File: config.mk
export PLATFORM = sky130hd
export DESIGN_NAME = spi_slave
export DESIGN_NICKNAME = d
export VERILOG_FILES = /design/src/rtl/spi_pkg.sv /design/src/rtl/spi_sync2.sv /design/src/rtl/spi_slave.sv
export SDC_FILE = /design/constraint.sdc
export NUM_CORES = 1
export LEC_CHECK = 0
export ABC_AREA = 1
export CAP_MARGIN = 20
export CORE_MARGIN = 5
export CORE_UTILIZATION = 52
export DETAILED_ROUTE_END_ITERATION = 12
export PLACE_DENSITY_LB_ADDON = 0.12
export SLEW_MARGIN = 20
export SYNTH_ARGS = -nofsm -noshare
export SYNTH_HDL_FRONTEND = slang
export SYNTH_SLANG_ARGS = --single-unit
File: constraint.sdc
create_clock -name clk -period 1.89 [get_ports clk]
set_clock_uncertainty 0.2 [all_clocks]
set_input_delay 0.378 -clock clk [delete_from_list [all_inputs] [get_ports clk]]
set_output_delay 0.378 -clock clk [all_outputs]
set_load 0.02 [all_outputs]
File: src/rtl/spi_pkg.sv
// Shared SPI definitions: FSM state encoding and spcon control-bit positions.
// Latency: n/a (types and constants only).
// Backpressure: n/a.
// Used by both the SPI master and the SPI slave so the control word layout stays consistent.
package spi_pkg;

  typedef enum logic [1:0] {
    ST_IDLE  = 2'd0,
    ST_LOAD  = 2'd1,
    ST_SHIFT = 2'd2
  } spi_state_e;

  // spcon bit positions; all other spcon bits are don't-care
  localparam int unsigned SPCON_ENABLE = 6;
  localparam int unsigned SPCON_CPOL   = 2;
  localparam int unsigned SPCON_CPHA   = 1;

endpackage

File: src/rtl/spi_sync2.sv
// Two-flop synchronizer for a single asynchronous bit, with a configurable reset value.
// Latency: 2 clk from d_i change to q_o change.
// Backpressure: none; free-running.
// Ports: clk/rst_n (system clock, async active-low reset), d_i (async input), q_o (synchronized output).
module spi_sync2 #(
  parameter logic RST_VAL = 1'b0
) (
  input  logic clk,
  input  logic rst_n,
  input  logic d_i,
  output logic q_o
);

  logic meta_q, meta_d;
  logic sync_q, sync_d;

  always_comb begin
    meta_d = d_i;
    sync_d = meta_q;
  end

  always_ff @(posedge clk or negedge rst_n) begin
    if (!rst_n) begin
      meta_q <= RST_VAL;
      sync_q <= RST_VAL;
    end else begin
      meta_q <= meta_d;
      sync_q <= sync_d;
    end
  end

  assign q_o = sync_q;

endmodule

File: src/rtl/spi_slave.sv
// SPI slave, all four cpol/cpha modes, oversampling sck/ssn/mosi in the clk domain.
// Latency: data_r_s/data_finish_s update 3 clk after the 8th sample edge on the sck pin.
// Backpressure: none; the master paces transfers, and each sck phase must span >= 3 clk.
// Ports: clk, rst_n; spcon (control), data_s (tx byte); sck/ssn/mosi (SPI in);
//        miso/miso_oe (SPI out); data_r_s (rx byte), data_finish_s (rx strobe).
module spi_slave
  import spi_pkg::*;
(
  input  logic       clk,
  input  logic       rst_n,
  input  logic [7:0] spcon,
  input  logic [7:0] data_s,
  input  logic       sck,
  input  logic       ssn,
  input  logic       mosi,
  output logic       miso,
  output logic       miso_oe,
  output logic [7:0] data_r_s,
  output logic       data_finish_s
);

  logic sck_s, ssn_s, mosi_s;

  spi_sync2 #(.RST_VAL(1'b0)) u_sync_sck  (.clk(clk), .rst_n(rst_n), .d_i(sck),  .q_o(sck_s));
  spi_sync2 #(.RST_VAL(1'b1)) u_sync_ssn  (.clk(clk), .rst_n(rst_n), .d_i(ssn),  .q_o(ssn_s));
  spi_sync2 #(.RST_VAL(1'b0)) u_sync_mosi (.clk(clk), .rst_n(rst_n), .d_i(mosi), .q_o(mosi_s));

  spi_state_e state_q, state_d;
  logic       sck_prev_q, sck_prev_d;
  logic       cpol_q, cpol_d;
  logic       cpha_q, cpha_d;
  logic [7:0] tx_q, tx_d;
  logic [7:0] rx_q, rx_d;
  logic [2:0] bit_cnt_q, bit_cnt_d;
  // hold: next shift edge presents tx[7] instead of advancing (cpha=1 first leading edge)
  logic       hold_q, hold_d;
  // reload: a byte has completed; next shift edge loads data_s for the following byte
  logic       reload_q, reload_d;
  logic [7:0] data_r_q, data_r_d;
  logic       finish_q, finish_d;

  logic sck_chg, lead_edge, trail_edge, sample_edge, shift_edge, abort;
  logic unused_spcon;

  assign unused_spcon = ^{spcon[7], spcon[5:3], spcon[0]};

  always_comb begin
    sck_chg     = sck_s ^ sck_prev_q;
    lead_edge   = sck_chg && (sck_s != cpol_q);
    trail_edge  = sck_chg && (sck_s == cpol_q);
    sample_edge = cpha_q ? trail_edge : lead_edge;
    shift_edge  = cpha_q ? lead_edge  : trail_edge;
    // deselect or disable ends the transfer; it outranks any same-clk sample edge
    abort       = ssn_s || !spcon[SPCON_ENABLE];
  end

  always_comb begin
    state_d    = state_q;
    sck_prev_d = sck_s;
    cpol_d     = cpol_q;
    cpha_d     = cpha_q;
    tx_d       = tx_q;
    rx_d       = rx_q;
    bit_cnt_d  = bit_cnt_q;
    hold_d     = hold_q;
    reload_d   = reload_q;
    data_r_d   = data_r_q;
    finish_d   = 1'b0;

    case (state_q)
      ST_IDLE: begin
        if (!ssn_s && spcon[SPCON_ENABLE]) begin
          state_d = ST_LOAD;
          cpol_d  = spcon[SPCON_CPOL];
          cpha_d  = spcon[SPCON_CPHA];
        end
      end

      ST_LOAD: begin
        if (abort) begin
          state_d = ST_IDLE;
        end else begin
          state_d   = ST_SHIFT;
          tx_d      = data_s;
          rx_d      = 8'h00;
          bit_cnt_d = 3'd0;
          hold_d    = cpha_q;
          reload_d  = 1'b0;
        end
      end

      ST_SHIFT: begin
        if (abort) begin
          state_d = ST_IDLE;
        end else begin
          if (sample_edge) begin
            rx_d      = {rx_q[6:0], mosi_s};
            bit_cnt_d = bit_cnt_q + 3'd1;
            if (bit_cnt_q == 3'd7) begin
              data_r_d = {rx_q[6:0], mosi_s};
              finish_d = 1'b1;
              reload_d = 1'b1;
            end
          end
          // sample and shift edges are mutually exclusive in a single clk
          if (shift_edge) begin
            if (reload_q) begin
              tx_d     = data_s;
              reload_d = 1'b0;
              hold_d   = 1'b0;
            end else if (hold_q) begin
              hold_d = 1'b0;
            end else begin
              tx_d = {tx_q[6:0], 1'b0};
            end
          end
        end
      end

      default: state_d = ST_IDLE;
    endcase
  end

  always_ff @(posedge clk or negedge rst_n) begin
    if (!rst_n) begin
      state_q    <= ST_IDLE;
      sck_prev_q <= 1'b0;
      cpol_q     <= 1'b0;
      cpha_q     <= 1'b0;
      tx_q       <= 8'h00;
      rx_q       <= 8'h00;
      bit_cnt_q  <= 3'd0;
      hold_q     <= 1'b0;
      reload_q   <= 1'b0;
      data_r_q   <= 8'h00;
      finish_q   <= 1'b0;
    end else begin
      state_q    <= state_d;
      sck_prev_q <= sck_prev_d;
      cpol_q     <= cpol_d;
      cpha_q     <= cpha_d;
      tx_q       <= tx_d;
      rx_q       <= rx_d;
      bit_cnt_q  <= bit_cnt_d;
      hold_q     <= hold_d;
      reload_q   <= reload_d;
      data_r_q   <= data_r_d;
      finish_q   <= finish_d;
    end
  end

  // During LOAD tx_q is not yet written, so present data_s[7] directly to make the
  // first bit visible from the LOAD cycle onward.
  always_comb begin
    miso_oe = (state_q != ST_IDLE);
    case (state_q)
      ST_LOAD:  miso = data_s[7];
      ST_SHIFT: miso = tx_q[7];
      default:  miso = 1'b0;
    endcase
  end

  assign data_r_s      = data_r_q;
  assign data_finish_s = finish_q;

endmodule

* Yosys cells after proc, flatten, opt, wreduce, memory -nomap -nowiden
Cells that the tools add are included.
Cells by class: add/sub/neg operators 1, equality and inequality tests 12, muxes and demuxes 36, bitwise gates (word level) 2, reductions and logical operators 16
Operators with widths (count):
- $mux W8 | 5
- $mux W7 | 3
- $pmux W8 S2 | 1
- $mux W1 | 15
- $pmux W7 S2 | 1
- $ne A2 B2 Y1 const B | 6
- $reduce_and A4 Y1 | 3
- $mux W3 | 3
- $mux W2 | 3
- $pmux W1 S2 | 3
- $pmux W2 S3 | 1
- $pmux W3 S2 | 1
- $reduce_and A5 Y1 | 1
- $reduce_and A2 Y1 | 2
- $reduce_bool A2 Y1 | 2
- $add A3 B1 Y3 const B | 1
- $eq A3 B3 Y1 const B | 1
- $logic_and A1 B1 Y1 | 3
- $ne A3 B3 Y1 const B | 1
- $reduce_and A3 Y1 | 1
- $eq A2 B1 Y1 const B | 1
- $eq A2 B2 Y1 const B | 1
- $logic_not A1 Y1 | 2
- $logic_not A2 Y1 | 1
- 5 further kinds | 5
Word-level totals: bits in registers 40, input port bits 21, output and inout bits 11, word-level logic and storage cells 84

* Longest topological paths before layout
Gate-level depths: netlist (run 1).
word-level depth 8, mapped depth 10, gate-level depth less buffers 10

* Cells and area by module
Synthesis (run 1) repeated with hierarchy kept, for this count alone.
Unflattened totals: cells, all modules 202, area total of the unflattened synthesis 1848.0 µm²
Modules (own cells, without submodules):
- spi_slave | instances 1, cells an instance 196, area each 1695.4 µm², sequential area each 850.8 µm²
- spi_sync2 (u_sync_mosi ...) | instances 2, cells an instance 2, area each 50.0 µm², sequential area each 50.0 µm²
- spi_sync2 (u_sync_ssn) | instances 1, cells an instance 2, area each 52.6 µm², sequential area each 52.6 µm²

* Worst setup path before layout (run 1)
OpenSTA, ideal clock, no wires.
kind reg-to-output, from register state_q[0], to output port miso, data arrival time 1.276 ns, data required time 1.312 ns, path slack 0.036 ns, cell stages (with the launch flop) 5, buffers on the path 0, cells stage by stage dfrtp_1 -> inv_1 -> ha_1 -> nand2_1 -> a21boi_0
Between the ends: cells in the longest elaborated chain, start to end 2, elaborated cells between the ends (all ways) 3, classes of those cells eq/ne: 2; mux: 1
Ends and longest elaborated chain:
- from (decl) | line spi_slave.sv:28 | spi_state_e state_q, state_d;
- from (signal assigned) | line spi_slave.sv:138 | state_q <= state_d;
- $eq A2 B2 Y1 / $eq A2 B1 Y1 (equally long branches) | line spi_slave.sv:156 | case (state_q)
- $pmux W1 S2 * | line spi_slave.sv:156
- to (decl) | line spi_slave.sv:16 | output logic miso,
Mark *: on every way between the ends. The rest lies on a longest branch, timed or not.

* Worst setup path after layout (run 1)
from register state_q[1], to output port miso
The elaborated chain is that of the path after synthesis.

==> results of run 1 <==
[synthesized netlist by cell type]
cell type	number	area (sq um)
buf_6	1	11.3
dfstp_2	2	52.6
nor2_8	2	40.0
nand3_4	2	35.0
nand3_2	1	10.0
dfrtp_1	38	951
nor2_4	2	22.5
inv_2	4	15.0
nand3_1	21	105
o22ai_1	1	6.26
nand2_1	89	334
a21boi_0	1	7.51
nand2_2	4	25.0
nor2_2	1	6.26
nand2_4	4	45.0
ha_1	5	62.6
nor2_1	3	11.3
buf_2	2	10.0
o21ai_0	3	15.0
nand4_1	8	50.1
inv_1	12	45.0
o21ai_2	1	8.76
a21oi_1	2	10.0
buf_4	1	7.51
[how the worst max path moves through the flow]
stage / cells after the start / end / slack [ns]
after detailed placement: 4 / miso / -0.37
after CTS: 4 / miso / -0.05
after floorplan: 4 / miso / 0.04
final: 4 / miso / -0.05
after global routing: 4 / miso / -0.13
after global placement: 4 / miso / -0.37
[sequential cells by signal, indices dropped and copies added (netlist names)]
register / count
bit_cnt_q: 3
reload_q: 1
u_sync_ssn.meta_q: 1
cpol_q: 1
state_q: 2
u_sync_sck.meta_q: 1
rx_q: 7
u_sync_mosi.meta_q: 1
tx_q: 8
cpha_q: 1
hold_q: 1
data_r_s: 8
u_sync_ssn.q_o: 1
data_finish_s: 1
u_sync_sck.q_o: 1
u_sync_mosi.q_o: 1
sck_prev_q: 1
[layout make-up]
cell class                      count  area (sq um)  area share [%]
Multi-Input combinational cell    151           852            34.7
Clock buffer                        8          58.8            2.40
Timing Repair Buffer               46           413            16.8
Tap cell                           46          57.6            2.35
Inverter                           16          67.6            2.75
Sequential cell                    40          1000            40.9
[kinds of logic (layout without fill, tap and decap cells)]
| group | after synthesis | after routing |
|---|---|---|
| DFF | 40 | 40 |
| adders and majority gates | 5 | 5 |
| buffers and inverters | 20 | 70 |
| and+or+nand+nor | 137 | 138 |
| AOI/OAI and AO/OA | 8 | 8 |
[per-stage QoR]
step	std cells	cell area, sq um	hold WS [ns]	TNS [ns]	util, %
2_1_floorplan	210	1890	-0.118	0	-
3_3_place_gp	292	2290	0.135	-2.28	67.0
3_5_place_dp	292	2290	0.137	-2.83	67.0
4_1_cts	303	2370	0.163	-0.0545	69.3
5_1_grt	307	2450	0.169	-0.125	71.8
6_report	307	2450	0.160	-0.0476	71.8
[worst reg2reg max path: cells and delay by family (launching register included)]
kind	cells	cell delay (ns)
fa+ha+maj	1	0.14
buf+inv	5	0.55
flops	1	0.44
simple gates	4	0.40
[report_power, final]
group | total, mW | internal [mW] | switching, mW
logic | 0.961 | 0.417 | 0.544
registers | 1.12 | 1.01 | 0.108
clock network | 0.439 | 0.184 | 0.255
[routing by layer]
layer / vias to the layer above / track usage, % / wire length, um
met5: - / 0 / 0
met4: 0 / 4.47 / 31
met3: 4 / 6.89 / 185
met2: 36 / 23.0 / 1640
met1: 720 / 20.7 / 1690
li1: 773 / - / -
[what timing repair did]
action / 4_1_cts / 5_1_grt
cloned: 0 / 1
resized for setup: 20 / 15
hold buffers: 1 / 0
hold endpoints to repair: 16 / 0
pin swaps: 1 / 3
setup buffers: 2 / 3
setup endpoints to repair: 9 / 23
==> results.md, run 1 <==
- # IOs: 32
- CP Capture Type: output port
- Most common cell after layout, fill and taps aside: nand2_1
- Largest net degree at the start of global routing: 23
- Wire length of the first global-routing pass: between 6 and 7 mm
- Worst Path Max Fanout: 3
- Routability Congestion: 0.791
- Initial antenna violation count: 0
- DP Worst Slack: -0.371 ns
- Diode count: 0
- RSZ-0062 raised after global routing: yes
- Final ANT Viol Nets: 0
- Maxcap violations: 0
- Fmax: roughly 520 MHz
- Reg clk slew, reported paths: 0.11 ns
- Die Height: around 70 um
- Failing checks: setup timing
- Slew margin rel.: between 60% and 70%
- Outcome: complete, but fails checks
- Drt total wl: 3.55 mm
- Drt via density: between 4 and 5
- Port Buf Inserts: 26
- Avg Synthesized Cell Area: roughly 9.0 sq um
- CP Cell Sequence: inv_2 > ha_4 > a21boi_2 > buf_4
- Finish-stage setup viols: 1
- FP Rows: 21
- DRC violations left: 0
- Initial core utilization: a little under three fifths
- Count of cell types in the netlist: 24
- Post-DP HPWL: roughly 2.6 mm
- Initial DRC count: 67
- Largest family of logic cells by synthesized area: simple AND/OR/NAND/NOR gates
- Yosys reg bits: 40
- CTS tree: built
- Vias in the first global route: approximately 1,400
- Lkg Pwr: roughly 1.4 nW
- Grt total ovfl: 0
- Adder-cell share of the synthesized area: ~3.3%
- Critical R2R Launch: state_q[0]
- CP Launch Type: flip-flop
- Top delay family on crit path: flip-flops
- Clock Sinks: 40
- Post-Synth XOR/XNOR Area: 0%
- Required time of the worst setup path: 1.31 ns
- Synth Warn #: 0
- Hold EP: u_sync_mosi.q_o
- H-tree Lvls: 2
- CP Launch Point: state_q[1]
- Gr usage total: about 16%
- Worst-Skew Late Latency: 0.33 ns
- Crit path largest cell delay: about 0.42 ns
- WP data arrival: between 1 and 1.5 ns
- Layout Nets: approximately 290
- HP Class: reg -> reg
- Total power: 2.52 mW
- R2R setup slack: ~0.080 ns
- Worst hold stages: 0
- Final hold vios: 0
- Drt wl/cell: 11.6 um
- Die Width: around 70 um
- Kind of critical path: reg -> out
- Die area: a little under 5000 sq um
- WP buf/inv: 2
- Final Max Tran Viols: 0
- Clk root buf: clkbuf_4
- Fillcell total: 268
- Most frequent cells in the layout: 87 x nand2_1, 37 x dfrtp_1, 21 x nand3_1, 18 x buf_4, 14 x clkdlybuf4s50_1
- Final period utilization: 103%
- Final worst path period need: about 1.9 ns
- Layout cells sized above 1: 23.4%
- Worst r2r dst: tx_q[5]
- Worst vdd ir: roughly 0.00058 V
- Max Root-Sink Buffers: 2
- PnR worst setup slack: -0.0476 ns
- Synth Area in Simple Gates: 36.3%
- Via count: 1,533
- Seq/Total Area, Yosys: between 50% and 60%
- Worst Reg-to-Reg Cells: 10
- DR pass1 iterations: 4
- CTS buffer count: 5
- Syn nets: approximately 240
- Core Region: roughly 3400 sq um
- Worst Max-Slew Pin Slew: 0.450 ns
- Pwr/cell area: ~1000 nW/um^2
- HP Start: u_sync_mosi.meta_q
- Mux cell area share after synthesis: 0%
- CP max-delay cell: dfrtp_1
- Synthesized area: roughly 1900 sq um
- Syn Inst Count: 210
- Compound-cell area share of the yosys netlist: under 10%
- Layout area overhead: 30.0%
(Power assumes the default switching activity.)
==> run 2: changes to the inputs <==
CELL_PAD_IN_SITES_DETAIL_PLACEMENT = 1   (was unset)
CELL_PAD_IN_SITES_GLOBAL_PLACEMENT = 1   (was unset)
CORE_UTILIZATION = 39   (was 52)
==> results.md, run 2 (same netlist as run 1, synthesis figures left out) <==
- Lkg Pwr: 1.36 nW (was 1.37 nW)
- Worst Reg-to-Reg Cells: 10 (unchanged)
- Core Region: 4720 sq um (was 3420 sq um)
- Die Height: 79.6 um (was 70.2 um)
- Kind of critical path: reg -> out (unchanged)
- Initial antenna violation count: 0 (unchanged)
- Port Buf Inserts: 26 (unchanged)
- Worst-Skew Late Latency: 0.29 ns (was 0.33 ns)
- R2R setup slack: 0.13 ns (was 0.08 ns)
- Worst r2r dst: bit_cnt_q[0] (was tx_q[5])
- Fmax: 528 MHz (was 516 MHz)
- CTS buffer count: 5 (unchanged)
- TNS Setup: -0.00508 ns (was -0.0476 ns)
- CP Cell Sequence: inv_2 > ha_4 > a21boi_2 > buf_6 (was inv_2 > ha_4 > a21boi_2 > buf_4)
- Wire length of the first global-routing pass: 7.60 mm (was 6.12 mm)
- # IOs: 32 (unchanged)
- Worst Max-Slew Pin Slew: 0.291 ns (was 0.450 ns)
- Clock Sinks: 40 (unchanged)
- Max Root-Sink Buffers: 2 (unchanged)
- Gr usage total: 15.3% (was 15.6%)
- Largest net degree at the start of global routing: 23 (unchanged)
- Drt wl/cell: 13.4 um (was 11.6 um)
- Initial core utilization: 39.9% (was 55.2%)
- CP Capture Type: output port (unchanged)
- FP Rows: 25 (was 21)
- CTS tree: built (unchanged)
- Die area: 6330 sq um (was 4930 sq um)
- Initial DRC count: 49 (was 67)
- Final worst path period need: 1.90 ns (was 1.94 ns)
- RSZ-0062 raised after global routing: yes (unchanged)
- DR pass1 iterations: 4 (unchanged)
- Register area: 1000 sq um (about the same)
- Layout cells sized above 1: 24.5% (was 23.4%)
- Post-DP HPWL: 3.21 mm (was 2.56 mm)
- Drt via density: 4.70 (was 4.99)
- Fillcell total: 565 (was 268)
- Finish-stage setup viols: 1 (unchanged)
- Layout Nets: 290 (was 286)
- Via count: 1,560 (was 1,533)
- Final period utilization: 100% (was 103%)
- H-tree Lvls: 2 (unchanged)
- Reg clk slew, reported paths: 0.08 ns (was 0.11 ns)
- Final ANT Viol Nets: 0 (unchanged)
- Required time of the worst setup path: 1.31 ns (about the same)
- Drt total wl: 4.45 mm (was 3.55 mm)
- Most frequent cells in the layout: 88 x nand2_1, 38 x dfrtp_1, 23 x clkdlybuf4s50_1, 21 x nand3_1, 20 x buf_4 (was 87 x nand2_1, 37 x dfrtp_1, 21 x nand3_1, 18 x buf_4, 14 x clkdlybuf4s50_1)
- Critical R2R Launch: state_q[1] (was state_q[0])
- DRC violations left: 0 (unchanged)
- WP data arrival: 1.32 ns (was 1.36 ns)
- Slew margin rel.: 80.6% (was 70.0%)
- Final hold vios: 0 (unchanged)
- Worst vdd ir: 0.000472 V (was 0.000580 V)
- PnR worst setup slack: -0.00508 ns (was -0.0476 ns)
- Crit path largest cell delay: 0.39 ns (was 0.42 ns)
- Top delay family on crit path: flip-flops (unchanged)
- Final Max Tran Viols: 0 (unchanged)
- HP Start: u_sync_mosi.meta_q (unchanged)
- Fin util: 54.7% (was 71.8%)
- Clk root buf: clkbuf_8 (was clkbuf_4)
- Vias in the first global route: 1,641 (was 1,393)
- Maxcap violations: 0 (unchanged)
- CP max-delay cell: dfrtp_1 (unchanged)
- Hold EP: u_sync_mosi.q_o (unchanged)
- Die Width: 79.6 um (was 70.2 um)
- Worst hold stages: 0 (unchanged)
- Layout area overhead: 36.9% (was 30.0%)
- Most common cell after layout, fill and taps aside: nand2_1 (unchanged)
- Failing checks: setup timing (unchanged)
- CP Launch Type: flip-flop (unchanged)
- Area of the multi-input gates: 838 sq um (was 852 sq um)
- Routability Congestion: 0.733 (was 0.791)
- WP buf/inv: 2 (unchanged)
- HP Class: reg -> reg (unchanged)
- Outcome: complete, but fails checks (unchanged)
- Diode count: 0 (unchanged)
- Pwr/cell area: 1110 nW/um^2 (was 1030 nW/um^2)
- Worst Path Max Fanout: 3 (unchanged)
- Grt total ovfl: 0 (unchanged)
==> run 2: changes by cell type in the layout (fill, tap and decap cells not counted), sizes merged, moves of 2 or more <==
cell           previous run  this run
clkdlybuf4s50            14        23
dlygate4sd2               7         0
buf                      22        26
clkbuf                    8         5
dlymetal6s2s              2         0
==> run 2: through the flow <==
step	hold slack (ns)	total power, mW	instance area (sq um)	instances	setup slack, ns
6_report	0.154	2.86	2580	332	-0.00508
5_1_grt	0.171	3.06	2580	332	-0.0741
2_1_floorplan	-0.118	1.68	1890	210	0.0362
4_1_cts	0.158	2.78	2500	328	-0.0121
3_3_place_gp	0.134	2.01	2370	319	-0.356
3_5_place_dp	0.139	2.05	2370	319	-0.398
==> run 2: worst max-delay path by stage <==
stage,startpoint,to,depth (start not counted)
global route,state_q[1],miso,5
floorplan,state_q[0],miso,4
finish,state_q[0],miso,4
CTS,state_q[1],miso_oe,4
global placement,data_s[7],miso,4
detailed placement,data_s[7],miso,4
==> run 2: what timing repair did <==
action / 4_1_cts / 5_1_grt
endpoints found under the setup margin: 9 / 11
endpoints found under the hold margin: 38 / 0
pin swaps: 3 / 8
gates resized for setup: 15 / 11
buffers inserted: 0 / 5
hold buffers: 1 / 0
==> run 2: area by class of cell <==
class / instances / area share [%]
Clock buffer: 5 / 2.66
Clock inverter: 3 / 1.65
Inverter: 16 / 2.52
Multi-Input combinational cell: 150 / 32.5
Sequential cell: 40 / 38.9
Tap cell: 67 / 3.25
Timing Repair Buffer: 51 / 18.6
==> run 2: metal layers <==
layer  share of wire (%)  vias to the layer above  GRT usage [%]
met2                  50                       20           26.0
met4                0.65                        0           3.61
met5                   0                        -              0
met1                  45                      759           19.6
met3                 3.8                        4           3.84
li1                    -                      777              -
==> run 2: where the power goes <==
part	internal, mW	switching (mW)
Clock	0.391	0.309
Sequential	1.01	0.116
Combinational	0.458	0.577
Total	1.86	1.00
==> run 3: changes to the inputs <==
CORE_UTILIZATION = 35   (was 39)
MAX_ROUTING_LAYER = met4   (was unset)
clock period = 1.6 ns   (was 1.89 ns; I/O delays follow)
==> results.md, run 3 (same netlist as run 1, synthesis figures left out) <==
- Die Height: 83.4 um (was 79.6 um)
- Maxcap violations: 0 (unchanged)
- Vias in the first global route: 1,720 (was 1,641)
- Slew margin rel.: 72.8% (was 80.6%)
- Layout area overhead: 50.9% (was 36.9%)
- CP Launch Point: state_q[1] (was state_q[0])
- Final ANT Viol Nets: 0 (unchanged)
- Clock Sinks: 40 (unchanged)
- Reg clk slew, reported paths: 0.08 ns (about the same)
- Largest net degree at the start of global routing: 26 (was 23)
- Via count: 1,603 (was 1,560)
- Fin util: 55.1% (was 54.7%)
- HP Start: u_sync_sck.meta_q (was u_sync_mosi.meta_q)
- Worst-Skew Late Latency: 0.28 ns (was 0.29 ns)
- Failing checks: setup timing (unchanged)
- WP data arrival: 1.29 ns (was 1.32 ns)
- Final hold slack: 0.155 ns (was 0.154 ns)
- WP buf/inv: 2 (unchanged)
- Die area: 6960 sq um (was 6330 sq um)
- CP Launch Type: flip-flop (unchanged)
- Drt via density: 4.69 (was 4.70)
- Gr usage total: 14.6% (was 15.3%)
- Routability Congestion: 0.743 (was 0.733)
- Kind of critical path: reg -> out (unchanged)
- RSZ-0062 raised after global routing: yes (unchanged)
- Outcome: complete, but fails checks (unchanged)
- CP Cell Sequence: inv_2 > ha_4 > nand2_4 > a21boi_4 > buf_6 (was inv_2 > ha_4 > a21boi_2 > buf_6)
- Required time of the worst setup path: 1.08 ns (was 1.31 ns)
- Worst Max-Slew Pin Slew: 0.409 ns (was 0.291 ns)
- CTS tree: built (unchanged)
- Post-DP HPWL: 3.24 mm (was 3.21 mm)
- Layout cells sized above 1: 37.1% (was 24.5%)
- Worst Path Max Fanout: 3 (unchanged)
- PnR worst setup slack: -0.206 ns (was -0.00508 ns)
- Final Max Tran Viols: 0 (unchanged)
- CP max-delay cell: dfrtp_1 (unchanged)
- DRC violations left: 0 (unchanged)
- Pwr/cell area: 1310 nW/um^2 (was 1110 nW/um^2)
- Drt total wl: 4.55 mm (was 4.45 mm)
- Grt total ovfl: 0 (unchanged)
- TNS Setup: -2.67 ns (was -0.00508 ns)
- Initial DRC count: 65 (was 49)
- CP Capture Type: output port (unchanged)
- Most frequent cells in the layout: 69 x nand2_1, 38 x dfrtp_1, 19 x nand2_2, 18 x buf_4, 15 x nand3_1 (was 88 x nand2_1, 38 x dfrtp_1, 23 x clkdlybuf4s50_1, 21 x nand3_1, 20 x buf_4)
- Drt wl/cell: 13.3 um (was 13.4 um)
- DP Cell Count: 326 (was 319)
- Layout Nets: 297 (was 290)
- Max Root-Sink Buffers: 2 (unchanged)
- Final worst path period need: between 1.5 and 2 ns
- Final hold vios: 0 (unchanged)
- Wire length of the first global-routing pass: 8.18 mm (was 7.60 mm)
- Most common cell after layout, fill and taps aside: nand2_1 (unchanged)
- Final cell count without fillers: 342 (was 332)
- Initial antenna violation count: 0 (unchanged)
- Crit path largest cell delay: 0.40 ns (was 0.39 ns)
- Core Region: 5170 sq um (was 4720 sq um)
- Port Buf Inserts: 26 (unchanged)
- Initial core utilization: 36.5% (was 39.9%)
- Diode count: 0 (unchanged)
- Top delay family on crit path: flip-flops (unchanged)
- FP Rows: 26 (was 25)
- # IOs: 32 (unchanged)
- HP Class: reg -> reg (unchanged)
- DR pass1 iterations: 4 (unchanged)
- Clk root buf: clkbuf_8 (unchanged)
- CTS buffer count: 5 (unchanged)
- Design area: 2850 sq um (was 2580 sq um)
- Critical R2R Launch: state_q[1] (unchanged)
- Worst vdd ir: 0.000990 V (was 0.000472 V)
- Fmax: 554 MHz
- Lkg Pwr: 1.47 nW (was 1.36 nW)
- Final period utilization: 113%
- H-tree Lvls: 2 (unchanged)
- Die Width: 83.4 um (was 79.6 um)
- Finish-stage setup viols: 31 (was 1)
- Placed instance area: 2410 sq um (was 2370 sq um)
-- run 3: timing repair --
| action | CTS | global route |
|---|---|---|
| buffers inserted | 6 | 2 |
| hold buffers | 1 | 0 |
| endpoints found under the hold margin | 13 | 0 |
| gates cloned | 1 | 0 |
| pin swaps | 12 | 29 |
| endpoints found under the setup margin | 41 | 33 |
| gates resized for setup | 60 | 26 |
-- run 3: worst paths after layout --
check,to,slack (ns),depth (start not counted)
min in group asynchronous,tx_q[4],0.29,2
max in group asynchronous,bit_cnt_q[1],0.44,3
min reg2reg,u_sync_sck.q_o,0.15,0
max,miso,-0.21,5
min,u_sync_sck.q_o,0.15,0
max reg2reg,rx_q[6],-0.16,10
-- run 3: cell type report --
type	count	area (sq um)
Fill cell	588	2320
Sequential cell	40	1000
Multi-Input combinational cell	150	987
Timing Repair Buffer	57	566
Tap cell	70	87.6
Clock buffer	6	82.6
Inverter	16	75.1
Clock inverter	2	38.8
Timing Repair inverter	1	7.51
-- run 3: where the power goes --
group	switching [mW]	leakage (nW)	internal (mW)
Clock	0.363	0.0614	0.510
Combinational	0.807	0.884	0.696
Sequential	0.162	0.520	1.19
Total	1.33	1.47	2.40
-- run 3: routing by layer --
layer	share of wire (%)	GRT usage (%)	routed length (um)
met4	0.75	3.51	34
met2	50	23.9	2260
met5	0	-	0
met3	4.0	3.27	183
met1	46	18.5	2070
-- run 3: stage by stage --
step	setup WS [ns]	power (mW)
3_3_place_gp	-0.556	2.41
5_1_grt	-0.277	3.98
6_report	-0.206	3.73
2_1_floorplan	0.0114	1.99
4_1_cts	-0.220	3.64
3_5_place_dp	-0.561	2.45
